### src/rtl/cpt_bin_mod_if.sv
// Control and status bundle for the cpt_bin_mod up/down modulo counter.
// The master side drives the count controls and the slave (the counter)
// returns the current count, the boundary pulse and the sticky flag.
interface cpt_bin_mod_if #(
  parameter int SIZE = 8
);
  logic            activate;
  logic            up;
  logic            sat;
  logic            clear;
  logic            load;
  logic [SIZE-1:0] load_val;
  logic [SIZE-1:0] cpt;
  logic            tc;
  logic            ovf;

  modport master (
    output activate, up, sat, clear, load, load_val,
    input  cpt, tc, ovf
  );

  modport slave (
    input  activate, up, sat, clear, load, load_val,
    output cpt, tc, ovf
  );
endinterface

### src/rtl/cpt_bin_mod.sv
// Up/down modulo counter over the range 0..MAX with wrap or saturate at the
// boundaries, synchronous clear and clamped load, a registered one-cycle
// boundary pulse (tc) and a sticky boundary flag (ovf).
// Controls are prioritised clear > load > activate. All outputs come
// straight from flops, so there is no combinational input-to-output path.
module cpt_bin_mod #(
  parameter int SIZE = 8,
  parameter int MAX  = 255
) (
  input  logic           clk,
  input  logic           reset,
  cpt_bin_mod_if.slave   bus
);

  // Largest value representable in SIZE bits, computed wide enough that the
  // legality check below cannot itself overflow.
  localparam longint CAP = (longint'(1) << SIZE) - 1;

  // MAX must leave at least two states and must fit in the counter width.
  if ((MAX < 1) || (longint'(MAX) > CAP)) begin : gBadMax
    $error("cpt_bin_mod: MAX=%0d is outside the legal range 1..%0d", MAX, CAP);
  end

  // The interface width has to agree with the counter width.
  if ($bits(bus.cpt) != SIZE) begin : gBadWidth
    $error("cpt_bin_mod: interface width %0d does not match SIZE=%0d",
           $bits(bus.cpt), SIZE);
  end

  localparam logic [SIZE-1:0] MAXV = SIZE'(MAX);
  localparam logic [SIZE-1:0] ONE  = {{(SIZE-1){1'b0}}, 1'b1};

  logic [SIZE-1:0] cptQ;
  logic            tcQ;
  logic            ovfQ;

  logic [SIZE-1:0] cptNext;
  logic            tcNext;
  logic            ovfNext;
  logic            atTop;
  logic            atBottom;

  // Boundaries are judged on the present count, so the next value is always
  // either a +/-1 step strictly inside 0..MAX or an explicit wrap/hold value;
  // no carry or borrow beyond SIZE bits is ever formed.
  assign atTop    = (cptQ == MAXV);
  assign atBottom = (cptQ == '0);

  // Next-state selection: clear beats load beats activate; tc only rises
  // on a boundary event and is otherwise low for the following cycle.
  always_comb begin
    cptNext = cptQ;
    tcNext  = 1'b0;
    ovfNext = ovfQ;
    if (bus.clear) begin
      cptNext = '0;
      ovfNext = 1'b0;
    end else if (bus.load) begin
      cptNext = (bus.load_val > MAXV) ? MAXV : bus.load_val;
    end else if (bus.activate) begin
      if (bus.up) begin
        if (atTop) begin
          tcNext  = 1'b1;
          ovfNext = 1'b1;
          cptNext = bus.sat ? MAXV : '0;
        end else begin
          cptNext = cptQ + ONE;
        end
      end else begin
        if (atBottom) begin
          tcNext  = 1'b1;
          ovfNext = 1'b1;
          cptNext = bus.sat ? '0 : MAXV;
        end else begin
          cptNext = cptQ - ONE;
        end
      end
    end
  end

  // State registers; an active-low reset clears everything immediately,
  // cancelling any pending tc pulse.
  always_ff @(posedge clk or negedge reset) begin
    if (!reset) begin
      cptQ <= '0;
      tcQ  <= 1'b0;
      ovfQ <= 1'b0;
    end else begin
      cptQ <= cptNext;
      tcQ  <= tcNext;
      ovfQ <= ovfNext;
    end
  end

  assign bus.cpt = cptQ;
  assign bus.tc  = tcQ;
  assign bus.ovf = ovfQ;

endmodule

### src/flat_wrapper.sv
// flat-port wrapper written by rule: the top's interface ports become plain ports
module cpt_bin_mod_flat 
#(
  parameter int SIZE = 8,
  parameter int MAX  = 255
)
  (clk, reset, bus_activate, bus_up, bus_sat, bus_clear, bus_load, bus_load_val, bus_cpt, bus_tc, bus_ovf);
  cpt_bin_mod_if #(.SIZE(SIZE)) bus_i ();
  input  logic clk;
  input  logic reset;
  input wire logic [$bits(bus_i.activate)-1:0] bus_activate;
  input wire logic [$bits(bus_i.up)-1:0] bus_up;
  input wire logic [$bits(bus_i.sat)-1:0] bus_sat;
  input wire logic [$bits(bus_i.clear)-1:0] bus_clear;
  input wire logic [$bits(bus_i.load)-1:0] bus_load;
  input wire logic [$bits(bus_i.load_val)-1:0] bus_load_val;
  output wire logic [$bits(bus_i.cpt)-1:0] bus_cpt;
  output wire logic [$bits(bus_i.tc)-1:0] bus_tc;
  output wire logic [$bits(bus_i.ovf)-1:0] bus_ovf;
  assign bus_i.activate = bus_activate;
  assign bus_i.up = bus_up;
  assign bus_i.sat = bus_sat;
  assign bus_i.clear = bus_clear;
  assign bus_i.load = bus_load;
  assign bus_i.load_val = bus_load_val;
  assign bus_cpt = bus_i.cpt;
  assign bus_tc = bus_i.tc;
  assign bus_ovf = bus_i.ovf;
  cpt_bin_mod #(.SIZE(SIZE), .MAX(MAX)) u_core (.clk(clk), .reset(reset), .bus(bus_i));
endmodule
### config.mk
export PLATFORM = sky130hd
export DESIGN_NAME = cpt_bin_mod_flat
export DESIGN_NICKNAME = d
export VERILOG_FILES = /design/src/rtl/cpt_bin_mod_if.sv /design/src/rtl/cpt_bin_mod.sv /design/src/flat_wrapper.sv
export SDC_FILE = /design/constraint.sdc
export NUM_CORES = 1
export LEC_CHECK = 0
export ABC_AREA = 1
export CAP_MARGIN = 10
export CORE_MARGIN = 5
export CORE_UTILIZATION = 25
export DETAILED_ROUTE_END_ITERATION = 6
export GPL_TIMING_DRIVEN = 0
export PLACE_DENSITY = 0.49
export SETUP_SLACK_MARGIN = 0.15
export SKIP_CTS_REPAIR_TIMING = 1
export SYNTH_ARGS = -nofsm -noshare
export SYNTH_HDL_FRONTEND = slang
export SYNTH_SLANG_ARGS = --single-unit
### constraint.sdc
create_clock -name clk -period 2.27 [get_ports clk]
set_input_delay 0.454 -clock clk [delete_from_list [all_inputs] [get_ports clk]]
set_output_delay 0.454 -clock clk [all_outputs]
set_load 0.01 [all_outputs]
# == After elaboration in Yosys (flattened, before gate mapping) ==
# Cells that the tools add are included.
# W data, S select, Z words.
# totals
reg_bits,10
inputBits,15
# classes
n_addsub,2
magnitude_cmp,1
n_eq_ne,3
muxes,21
reduce_logical,5
# ops
op,count
$mux W8,9
$mux W1,12
$add A8 B1 Y8 const B,1
$eq A8 B8 Y1 const B,1
$gt A8 B8 Y1 const B,1
$logic_not A8 Y1,1
$sub A8 B1 Y8 const B,1
$reduce_bool A3 Y1,2
$reduce_and A4 Y1,1
$ne A3 B1 Y1 const B,1
$ne A2 B2 Y1 const B,1
$reduce_bool A2 Y1,1

# == Longest topological paths before layout ==
# Gate-level depths: netlist (run 1).
# depth
ltp_word,6
depth_mapped,9
mapped_depth_nobuf,9

# == Worst setup path before layout (run 1) ==
# Ideal clock, no wire load.
# synth_timing
path_type,register -> register
from,"register u_core.cptQ[0], in the netlist u_core.bus.cpt[0]"
to,"register u_core.cptQ[5], in the netlist u_core.bus.cpt[5]"
setup_ns,0.120
t_arrival_ns,1.365
path_slack_ns,0.785
path_stages_with_launch,9
n_path_buf,0
synth_period_minus_slack_ns,1.485
path_cell_list,dfrtp_1 > inv_1 > ha_1 > nand2_1 > nor2_2 > nor2_1 > nand3_1 > nand3_1 > a21oi_2
# synth_via
elab_chain_cells,6
# synth_lines
element,line,rtl
"start, declared",cpt_bin_mod.sv:33,logic [SIZE-1:0] cptQ;
"start signal, assigned",cpt_bin_mod.sv:89,cptQ <= cptNext;
"$sub A8 B1 Y8, or another cell as far along",cpt_bin_mod.sv:75,cptNext = cptQ - ONE;
$mux W8 (on tied branches),"cpt_bin_mod.sv:70, cpt_bin_mod.sv:62",
$mux W8 (*),cpt_bin_mod.sv:61,if (bus.up) begin
$mux W8 (*),cpt_bin_mod.sv:60,end else if (bus.activate) begin
$mux W8 (*),cpt_bin_mod.sv:58,end else if (bus.load) begin
$mux W8 (*),cpt_bin_mod.sv:55,if (bus.clear) begin
# Every way passes the cells marked *; elsewhere a longest branch is shown, timed or not. The select of a mux whose other input is x is not followed.
# A chain may end at the register's enable or synchronous reset.

# == Worst setup path after layout (run 1) ==
# layout_timing
from,"register u_core.cptQ[5], in the netlist u_core.bus.cpt[5]"
to,output bus_cpt[5]
# layout_rtl
element,line,rtl
"end, declared",flat_wrapper.sv:17,output wire logic [$bits(bus_i.cpt)-1:0] bus_cpt;
# No word-level cell between the ends.

==> qor.yml, run 1 <==
layout:
  fillCellCount: 440
  antenna_cells: 0
  finalNetCount: 208
  syn2layout_area_growth_pct: 33.78
  drive_gt1_frac: 0.1217
global_routing:
  overflow: 0
  antenna_found_initial: 0
  grt_pass1_wl_um: 4940
  grt_max_degree: 11
  grt_pass1_vias: 1109
  grt_usage: 0.1160
worst_setup_path:
  crit_arrival_ns: 1.33
  crit_required_ns: 1.82
  path_depth: 1
  critPathKind: "reg2out"
  end_kind: "output port"
  cp_slowest_cell: "clkdlybuf4s50_1"
  crit_fanout: 8
  cp_cell_sequence: "clkdlybuf4s50_1"
  path_buf_inv: 1
  setup.worst_path.start_class: "flop"
  ff2ff_path_depth: 8
  cpPeakStageDelay_ns: 0.60
  rrSetupSlack_ns: 0.51
  worstReg2RegStart: "u_core.bus.cpt[0]$_DFFE_PN0P_"
  cp_top_family: "buffers and inverters"
  r2r_end: "u_core.bus.cpt[7]$_DFFE_PN0P_"
timing:
  setup_ws_ns: 0.4859
  max_freq_mhz: 560.5
  min_period_ns: 1.784
  setup-violations-final: 0
  slew_violations: 0
  timing.hold.ws_ns: 0.5257
  timing_hold_violations_final: 0
  rsz0062_at_grt: "false"
  fin_worst_skew_ns: 0.0009415
  fin_crit_sh: 0.7860
  tightest_slew_ns: 0.5139
  finalSetupTns_ns: 0
  max_slew_margin: 0.6561
detailed_routing:
  via_count: 1084
  ant_nets: 0
  wl_um: 2809
  first_iter_violations: 62
  wl_per_cell_um: 11.75
  drc: 0
  via_per_inst: 4.536
  dr.pass1.iters: 4
placement:
  post-place-ws_ns: 0.3157
  dpl.hpwl_um: 2320
  io_buffer_count: 23
  gp_congestion: 0.8201
power_and_ir_drop:
  ir_drop_v: 0.0002670
  power_mw: 0.7078
  p_leak_nw: 0.6419
  power_density_mw_per_mm2: 513.8
floorplanning:
  start_util: 0.2574
  chipWidth_um: 74.18
  row_count: 23
  core_region_area_sq_mm: 0.004000
  io_pins: 25
  die_h_um: 74.18
  die_area_sq_mm: 0.005503
clocking:
  cts.sinks: 10
  path_clk_slew_ns: 0.05
  numCtsBuffers: 3
  cts.htree.levels: 1
  cts_tree: "built"
  cts-root-buf: "clkbuf_8"
  clockBufferDepth: 2
  clk_latency_ns: 0.23
job:
  max_cap_violations: 0
yosys:
  async_flop_share: 1.000
  synth_nets: 180
  syn_area_sq_mm: 0.001030
  synth_seq_cells: 10
  synthCells: 162
  synth_top_area_cell: "dfrtp_1"
  yosys-top-cells-count: "35 x nand2_1, 28 x nand3_1, 23 x inv_1"
  synth_ff_type: "dfrtp_1"
  synth.avg_cell_area_sq_um: 6.356
  synth_edf_count: 0
  synth_top_area_share: 0.2430
  seq_area_frac_synth: 0.2430
  synth_area_leaders: "dfrtp_1 24%, nand3_1 14%, nand2_1 13%"
  ys_warn_count: 0
  yosysMostFrequentCell: "nand2_1"
  synth_cell_types: 24
hold_path:
  hold_depth: 4
  min_to: "u_core.bus.tc$_DFF_PN0_"
  hold_path_class: "in2reg"
  worstHoldStart: "bus_load"
run_status:
  status: "complete, no violations"
==> area by class of cell <==
cell class	instances	area, sq um	share of cell area
Buffer	5	52.55	0.03815
Clock buffer	4	55.05	0.03996
Inverter	25	93.84	0.06812
Multi-Input combinational cell	122	633.1	0.4596
Sequential cell	10	250.2	0.1817
Tap cell	50	62.56	0.04541
Timing Repair Buffer	23	230.2	0.1671
==> kinds of logic (layout without fill, tap and decap cells) <==
| kind of cell | after synthesis | count (layout) | share of synthesized area |
|---|---|---|---|
| compound gates | 18 | 18 | 0.1021 |
| xor+xnor | 2 | 2 | 0.01701 |
| fa+ha+maj | 3 | 3 | 0.03646 |
| buf+inv | 30 | 57 | 0.1422 |
| flops | 10 | 10 | 0.2430 |
| simple gates | 99 | 99 | 0.4593 |
==> per-layer routing <==
| layer | global-route usage | vias up | wire length [um] |
|---|---|---|---|
| li1 | - | 574 | - |
| met1 | 0.1471 | 483 | 1270 |
| met2 | 0.1969 | 25 | 1348 |
| met4 | 0.04225 | 0 | 27 |
| met5 | 0 | - | 0 |
| met3 | 0.02027 | 2 | 163 |
==> how the worst max path moves through the flow <==
stage	from	end	slack, ns
2_1_floorplan	u_core.bus.cpt[0]$_DFFE_PN0P_	u_core.bus.cpt[5]$_DFFE_PN0P_	0.79
3_3_place_gp	bus_up	u_core.bus.cpt[5]$_DFFE_PN0P_	0.33
3_5_place_dp	bus_up	u_core.bus.cpt[7]$_DFFE_PN0P_	0.32
4_1_cts	u_core.bus.cpt[5]$_DFFE_PN0P_	bus_cpt[5]	0.47
5_1_grt	u_core.bus.cpt[1]$_DFFE_PN0P_	u_core.bus.cpt[7]$_DFFE_PN0P_	0.38
6_report	u_core.bus.cpt[5]$_DFFE_PN0P_	bus_cpt[5]	0.49
==> through the flow <==
stage | utilization | instance area [sq um] | std cells
4_1_cts | 0.3444 | 1378 | 239
6_report | 0.3444 | 1378 | 239
3_3_place_gp | 0.3306 | 1323 | 235
2_1_floorplan | - | 1030 | 162
5_1_grt | 0.3444 | 1378 | 239
3_5_place_dp | 0.3306 | 1323 | 235
==> cells in the final DEF, fill, tap and decap left out <==
| cell | netlist | routed |
|---|---|---|
| nor3_4 | 1 | 1 |
| o21ai_0 | 7 | 7 |
| ha_1 | 3 | 3 |
| nand2_1 | 35 | 35 |
| buf_6 | 4 | 4 |
| nand3b_1 | 1 | 1 |
| nand3_1 | 28 | 28 |
| nand3_2 | 1 | 1 |
| xor2_1 | 2 | 2 |
| clkbuf_8 | 0 | 4 |
| nand2_2 | 2 | 2 |
| clkdlybuf4s50_1 | 0 | 23 |
| nor2_1 | 21 | 21 |
| o21ai_2 | 1 | 1 |
| nor2_4 | 2 | 2 |
| nand4_1 | 4 | 4 |
| nor2_2 | 2 | 2 |
| inv_2 | 1 | 1 |
| a21oi_1 | 7 | 7 |
| clkinv_1 | 1 | 1 |
| inv_1 | 23 | 23 |
| or2_1 | 1 | 1 |
| dfrtp_1 | 10 | 10 |
| nor3_2 | 1 | 1 |
| buf_4 | 1 | 1 |
| a21oi_2 | 3 | 3 |
==> flip-flops by register name, indices dropped and copies added (netlist names) <==
register        flops
u_core.bus.cpt      8
u_core.bus.tc       1
u_core.bus.ovf      1
==> where the power goes <==
part	switching [mW]	leakage, nW	internal, mW	total (mW)
Clock	0.0668	0.0288	0.152	0.219
Combinational	0.143	0.484	0.118	0.261
Sequential	0.0314	0.129	0.196	0.228
==> worst min-delay path, stage by stage <==
cell     delay [ns]
buf_6          0.11
nor2_4         0.05
nand2_1        0.06
nor2_1         0.04
No activity file was read; power rests on OpenSTA's default activity.
==> run 2, diff against run 1 <==
==> constraint.sdc (replaced) <==
create_clock -name clk -period 1.65 [get_ports clk]
set_input_delay 0.33 -clock clk [delete_from_list [all_inputs] [get_ports clk]]
set_output_delay 0.33 -clock clk [all_outputs]
set_load 0.01 [all_outputs]
==> run 2 against run 1 <==
Effect of this change: via count up 2.9%; global-route usage unchanged; sequential power up 39%; routed wire length up 6.4%.
==> qor.yml, run 2 (same netlist as run 1, synthesis figures left out) <==
run_status:
  status: "complete, no violations"
layout:
  syn2layout_area_growth_pct: 49.70
  largest_reg_flops: 8
  finalNetCount: 214
  final_common_cell: "nand2_1"
  fin_cells: 245
  fillCellCount: 437
  antenna_cells: 0
  final_cell_mix: "32 x nand2_1, 22 x nand3_1, 19 x inv_1"
  drive_gt1_frac: 0.2974
detailed_routing:
  dr.pass1.iters: 4
  ant_nets: 0
  first_iter_violations: 51
  wl_um: 2988
  wl_per_cell_um: 12.20
  via_per_inst: 4.551
  via_count: 1115
  drc: 0
global_routing:
  antenna_found_initial: 0
  overflow: 0
  grt_usage: 0.1160
  grt_pass1_vias: 1109
  grt_max_degree: 11
  grt_pass1_wl_um: 4940
worst_setup_path:
  crit_fanout: 7
  crit_required_ns: 1.80
  cpPeakStageDelay_ns: 0.37
  ff2ff_path_depth: 7
  critPathKind: "reg2reg"
  setup.worst_path.start_class: "flop"
  cp_slowest_cell: "dfrtp_1"
  cp_cell_sequence: "buf_6, inv_1, nor3_2, nand2_2, nand3_1, nand4_1, a21oi_1"
  end_kind: "flop"
  crit_arrival_ns: 1.67
clocking:
  clockBufferDepth: 2
  clk_latency_ns: 0.23
  path_clk_slew_ns: 0.05
  cts_tree: "built"
  cts-root-buf: "clkbuf_8"
  numCtsBuffers: 3
  cts.htree.levels: 1
  cts.sinks: 10
placement:
  gp_congestion: 0.8201
  dpl.hpwl_um: 2320
  io_buffer_count: 23
  dp.cells: 235
floorplanning:
  chipWidth_um: 74.18
  start_util: 0.2574
  die_h_um: 74.18
  die_area_sq_mm: 0.005503
  io_pins: 25
  row_count: 23
  core_region_area_sq_mm: 0.004000
power_and_ir_drop:
  swShare: 0.3519
  pwr-share-seq: 0.305
  p_leak_nw: 0.7852
  power_density_mw_per_mm2: 673.6
  p_int_mw: 0.6730
  p_sw_mw: 0.3654
  clock_power_share: 0.294
  ir_drop_v: 0.0003724
  combPwrFrac: 0.401
timing:
  fin_crit_sh: 0.9232
  fin_worst_skew_ns: 0.0003305
  setup-violations-final: 0
  min_period_ns: 1.523
  timing_hold_violations_final: 0
  timing.hold.ws_ns: 0.4184
  slew_violations: 0
  max_slew_margin: 0.6907
  rsz0062_at_grt: "true"
  max_freq_mhz: 656.5
  tightest_slew_ns: 0.4625
hold_path:
  hold_path_class: "in2async"
job:
  max_cap_violations: 0
run 2: cell count changes in the layout (fill, tap and decap cells not counted), sizes merged:
cell	change
dlymetal6s2s	+9
buf	+6
clkdlybuf4s50	-9
run 2: area by class of cell:
| class | instances | area (sq um) | share of cell area |
|---|---|---|---|
| clock buffers | 4 | 55.05 | 0.03571 |
| plain buffers | 5 | 56.30 | 0.03653 |
| well taps | 50 | 62.56 | 0.04058 |
| flip-flops and latches | 10 | 259.0 | 0.1680 |
| multi-input cells | 122 | 716.9 | 0.4651 |
| repair buffers | 29 | 297.8 | 0.1932 |
| inverters | 25 | 93.84 | 0.06088 |
run 2: worst max-delay path, delay by kind of cell, from the launching register on:
kind	cells	cell delay, ns
DFF	1	0.37
and+or+nand+nor	4	0.67
buffers and inverters	2	0.22
AOI/OAI and AO/OA	1	0.17
run 2: per-stage QoR:
stage / power (mW) / instance area (sq um) / utilization / worst slack (ns) / setup TNS [ns]
final: 1.038 / 1541 / 0.3854 / 0.1268 / 0
after global routing: 1.116 / 1541 / 0.3854 / 0.01249 / 0
after CTS: 0.9887 / 1378 / 0.3444 / -0.08014 / -0.3183
after detailed placement: 0.6775 / 1323 / 0.3306 / -0.1803 / -1.066
after global placement: 0.6751 / 1323 / 0.3306 / -0.1684 / -1.042
after floorplan: 0.5335 / 1030 / - / 0.1653 / 0
run 2: power groups by stage:
stage	Clock (mW)	Sequential, mW	Combinational (mW)
finish	0.305	0.317	0.417
global route	0.327	0.322	0.467
CTS	0.313	0.313	0.363
detailed placement	0	0.317	0.361
global placement	0	0.316	0.359
floorplan	0	0.317	0.216
run 2: final timing paths:
check,slack (ns),end,startpoint
min reg2reg,0.52,u_core.bus.ovf$_DFFE_PN0P_,u_core.bus.ovf$_DFFE_PN0P_
max in group asynchronous,0.89,u_core.bus.cpt[0]$_DFFE_PN0P_,reset
max reg2reg,0.13,u_core.bus.cpt[2]$_DFFE_PN0P_,u_core.bus.cpt[3]$_DFFE_PN0P_
min,0.42,u_core.bus.cpt[3]$_DFFE_PN0P_,reset
min in group clk,0.47,u_core.bus.cpt[4]$_DFFE_PN0P_,bus_load
max,0.13,u_core.bus.cpt[2]$_DFFE_PN0P_,u_core.bus.cpt[3]$_DFFE_PN0P_
run 2: metal layers:
metal	vias to the layer above	global-route usage	part of all wire
li1	584	-	-
met1	506	0.1471	0.45
met2	23	0.1969	0.49
met3	2	0.02027	0.047
met4	0	0.04225	0.0090
met5	-	0	0
==> run 3, diff against run 2 <==
--- a/config.mk
+++ b/config.mk
@@ -6,7 +6,6 @@
 export NUM_CORES = 1
 export LEC_CHECK = 0
 export ABC_AREA = 1
-export CAP_MARGIN = 10
 export CORE_MARGIN = 5
 export CORE_UTILIZATION = 25
 export DETAILED_ROUTE_END_ITERATION = 6
==> constraint.sdc (replaced) <==
create_clock -name clk -period 1.95 [get_ports clk]
set_input_delay 0.39 -clock clk [delete_from_list [all_inputs] [get_ports clk]]
set_output_delay 0.39 -clock clk [all_outputs]
set_load 0.01 [all_outputs]
==> run 3 against run 2 <==
Effect of this change: core utilization decreased by 3.9 points; routed wire length decreased by 6.5%; via count decreased by 3.0%; first-iteration DRC count increased by 61%; critical path depth decreased by 6; die area unchanged; non-clock buffer count decreased by 6; clock-buffer cell count unchanged; sequential share of layout area increased by 1.3 points; total power decreased by 21%; largest cell class unchanged; largest power group unchanged; highest routed layer unchanged.
==> qor.yml, run 3 (same netlist as run 1, synthesis figures left out) <==
layout:
  finalNetCount: 208
  final_cell_mix: "35 x nand2_1, 28 x nand3_1, 23 x inv_1, 23 x clkdlybuf4s50_1, 20 x nor2_1"
  largest_reg_flops: 8
  drive_gt1_frac: 0.1270
  fillCellCount: 439
  syn2layout_area_growth_pct: 34.51
  antenna_cells: 0
  final_common_cell: "nand2_1"
clocking:
  numCtsBuffers: 3
  clockBufferDepth: 2
  cts.sinks: 10
  clk_latency_ns: 0.23
  cts.htree.levels: 1
  path_clk_slew_ns: 0.05
  cts_tree: "built"
  cts-root-buf: "clkbuf_8"
global_routing:
  overflow: 0
  grt_max_degree: 11
  antenna_found_initial: 0
  grt_pass1_wl_um: 4940
  grt_pass1_vias: 1109
  grt_usage: 0.1160
floorplanning:
  io_pins: 25
  start_util: 0.2574
  die_h_um: 74.18
  die_area_sq_mm: 0.005503
  chipWidth_um: 74.18
  core_region_area_sq_mm: 0.004000
  row_count: 23
worst_setup_path:
  path_buf_inv: 1
  setup.worst_path.start_class: "flop"
  crit_fanout: 8
  cp_cell_sequence: "clkdlybuf4s50_1"
  cp_top_family: "buffers and inverters"
  end_kind: "output port"
  crit_required_ns: 1.56
  critPathKind: "reg2out"
  cp_slowest_cell: "clkdlybuf4s50_1"
  cpPeakStageDelay_ns: 0.60
  crit_arrival_ns: 1.33
timing:
  max_slew_margin: 0.6900
  rsz0062_at_grt: "false"
  fin_crit_sh: 0.8821
  setup-violations-final: 0
  finalSetupTns_ns: 0
  slew_violations: 0
  min_period_ns: 1.720
  tightest_slew_ns: 0.4635
  max_freq_mhz: 581.3
  timing_hold_violations_final: 0
  fin_worst_skew_ns: 0.0009011
power_and_ir_drop:
  ir_drop_v: 0.0003108
  power_mw: 0.8246
  p_leak_nw: 0.6429
  power_density_mw_per_mm2: 595.3
detailed_routing:
  dr.pass1.iters: 4
  via_per_inst: 4.523
  first_iter_violations: 82
  drc: 0
  wl_um: 2795
  ant_nets: 0
  via_count: 1081
  wl_per_cell_um: 11.69
placement:
  gp_congestion: 0.8201
  io_buffer_count: 23
  dpl.hpwl_um: 2320
job:
  max_cap_violations: 0
hold_path:
  hold_path_class: "in2reg"
run_status:
  status: "complete, no violations"
[run 3: changes by cell type in the layout (fill, tap and decap cells not counted), moves of 4 or more]
cell	previous run	this run
inv_1	19	23
buf_4	6	1
inv_2	5	1
clkdlybuf4s50_1	14	23
nand3_1	22	28
dfrtp_2	7	0
dlymetal6s2s_1	9	0
nand3_2	7	1
dfrtp_1	3	10
[run 3: area by class of cell]
type,count,area (sq um),share of cell area
multi-input cells,122,640.6,0.4625
flip-flops and latches,10,250.2,0.1807
repair buffers,23,230.2,0.1662
inverters,25,93.84,0.06775
well taps,50,62.56,0.04517
clock buffers,4,55.05,0.03975
plain buffers,5,52.55,0.03794
[run 3: routing by layer]
metal | share of wire | global-route usage
met1 | 0.44 | 0.1471
met2 | 0.48 | 0.1969
met3 | 0.064 | 0.02027
met4 | 0.0097 | 0.04225
met5 | 0 | 0
[run 3: through the flow]
stage          instance area, sq um  hold slack, ns    util  std cells  worst slack [ns]
2_1_floorplan                  1030         0.09441       -        162            0.4653
3_3_place_gp                   1323          0.4810  0.3306        235           0.07164
3_5_place_dp                   1323          0.5195  0.3306        235           0.05971
4_1_cts                        1378          0.4575  0.3444        239            0.2108
5_1_grt                        1385          0.4860  0.3463        239            0.1623
6_report                       1385          0.4617  0.3463        239            0.2298
[run 3: worst reg2reg max path, delay by kind of cell, from the launching register on]
family                 cells  cell delay, ns
AOI/OAI and AO/OA          1            0.07
and+or+nand+nor            5            0.84
buffers and inverters      1            0.15
DFF                        1            0.50
[run 3: worst paths after layout]
| path | startpoint | cells after the start | endpoint | slack [ns] |
|---|---|---|---|---|
| worst min-delay path | bus_load | 4 | u_core.bus.tc$_DFF_PN0_ | 0.46 |
| worst min register to register | u_core.bus.ovf$_DFFE_PN0P_ | 2 | u_core.bus.ovf$_DFFE_PN0P_ | 0.53 |
| worst max register to register | u_core.bus.cpt[5]$_DFFE_PN0P_ | 7 | u_core.bus.cpt[7]$_DFFE_PN0P_ | 0.28 |
| min in group asynchronous | reset | 1 | u_core.bus.cpt[3]$_DFFE_PN0P_ | 0.48 |
| max in group asynchronous | reset | 1 | u_core.bus.ovf$_DFFE_PN0P_ | 1.15 |
| worst max-delay path | u_core.bus.cpt[5]$_DFFE_PN0P_ | 1 | bus_cpt[5] | 0.23 |
[run 3: report_power, final]
part	leakage (nW)	internal (mW)	switching [mW]	total, mW
sequential	0.129	0.228	0.0366	0.265
combinational	0.485	0.138	0.167	0.305
clock	0.0288	0.177	0.0777	0.255
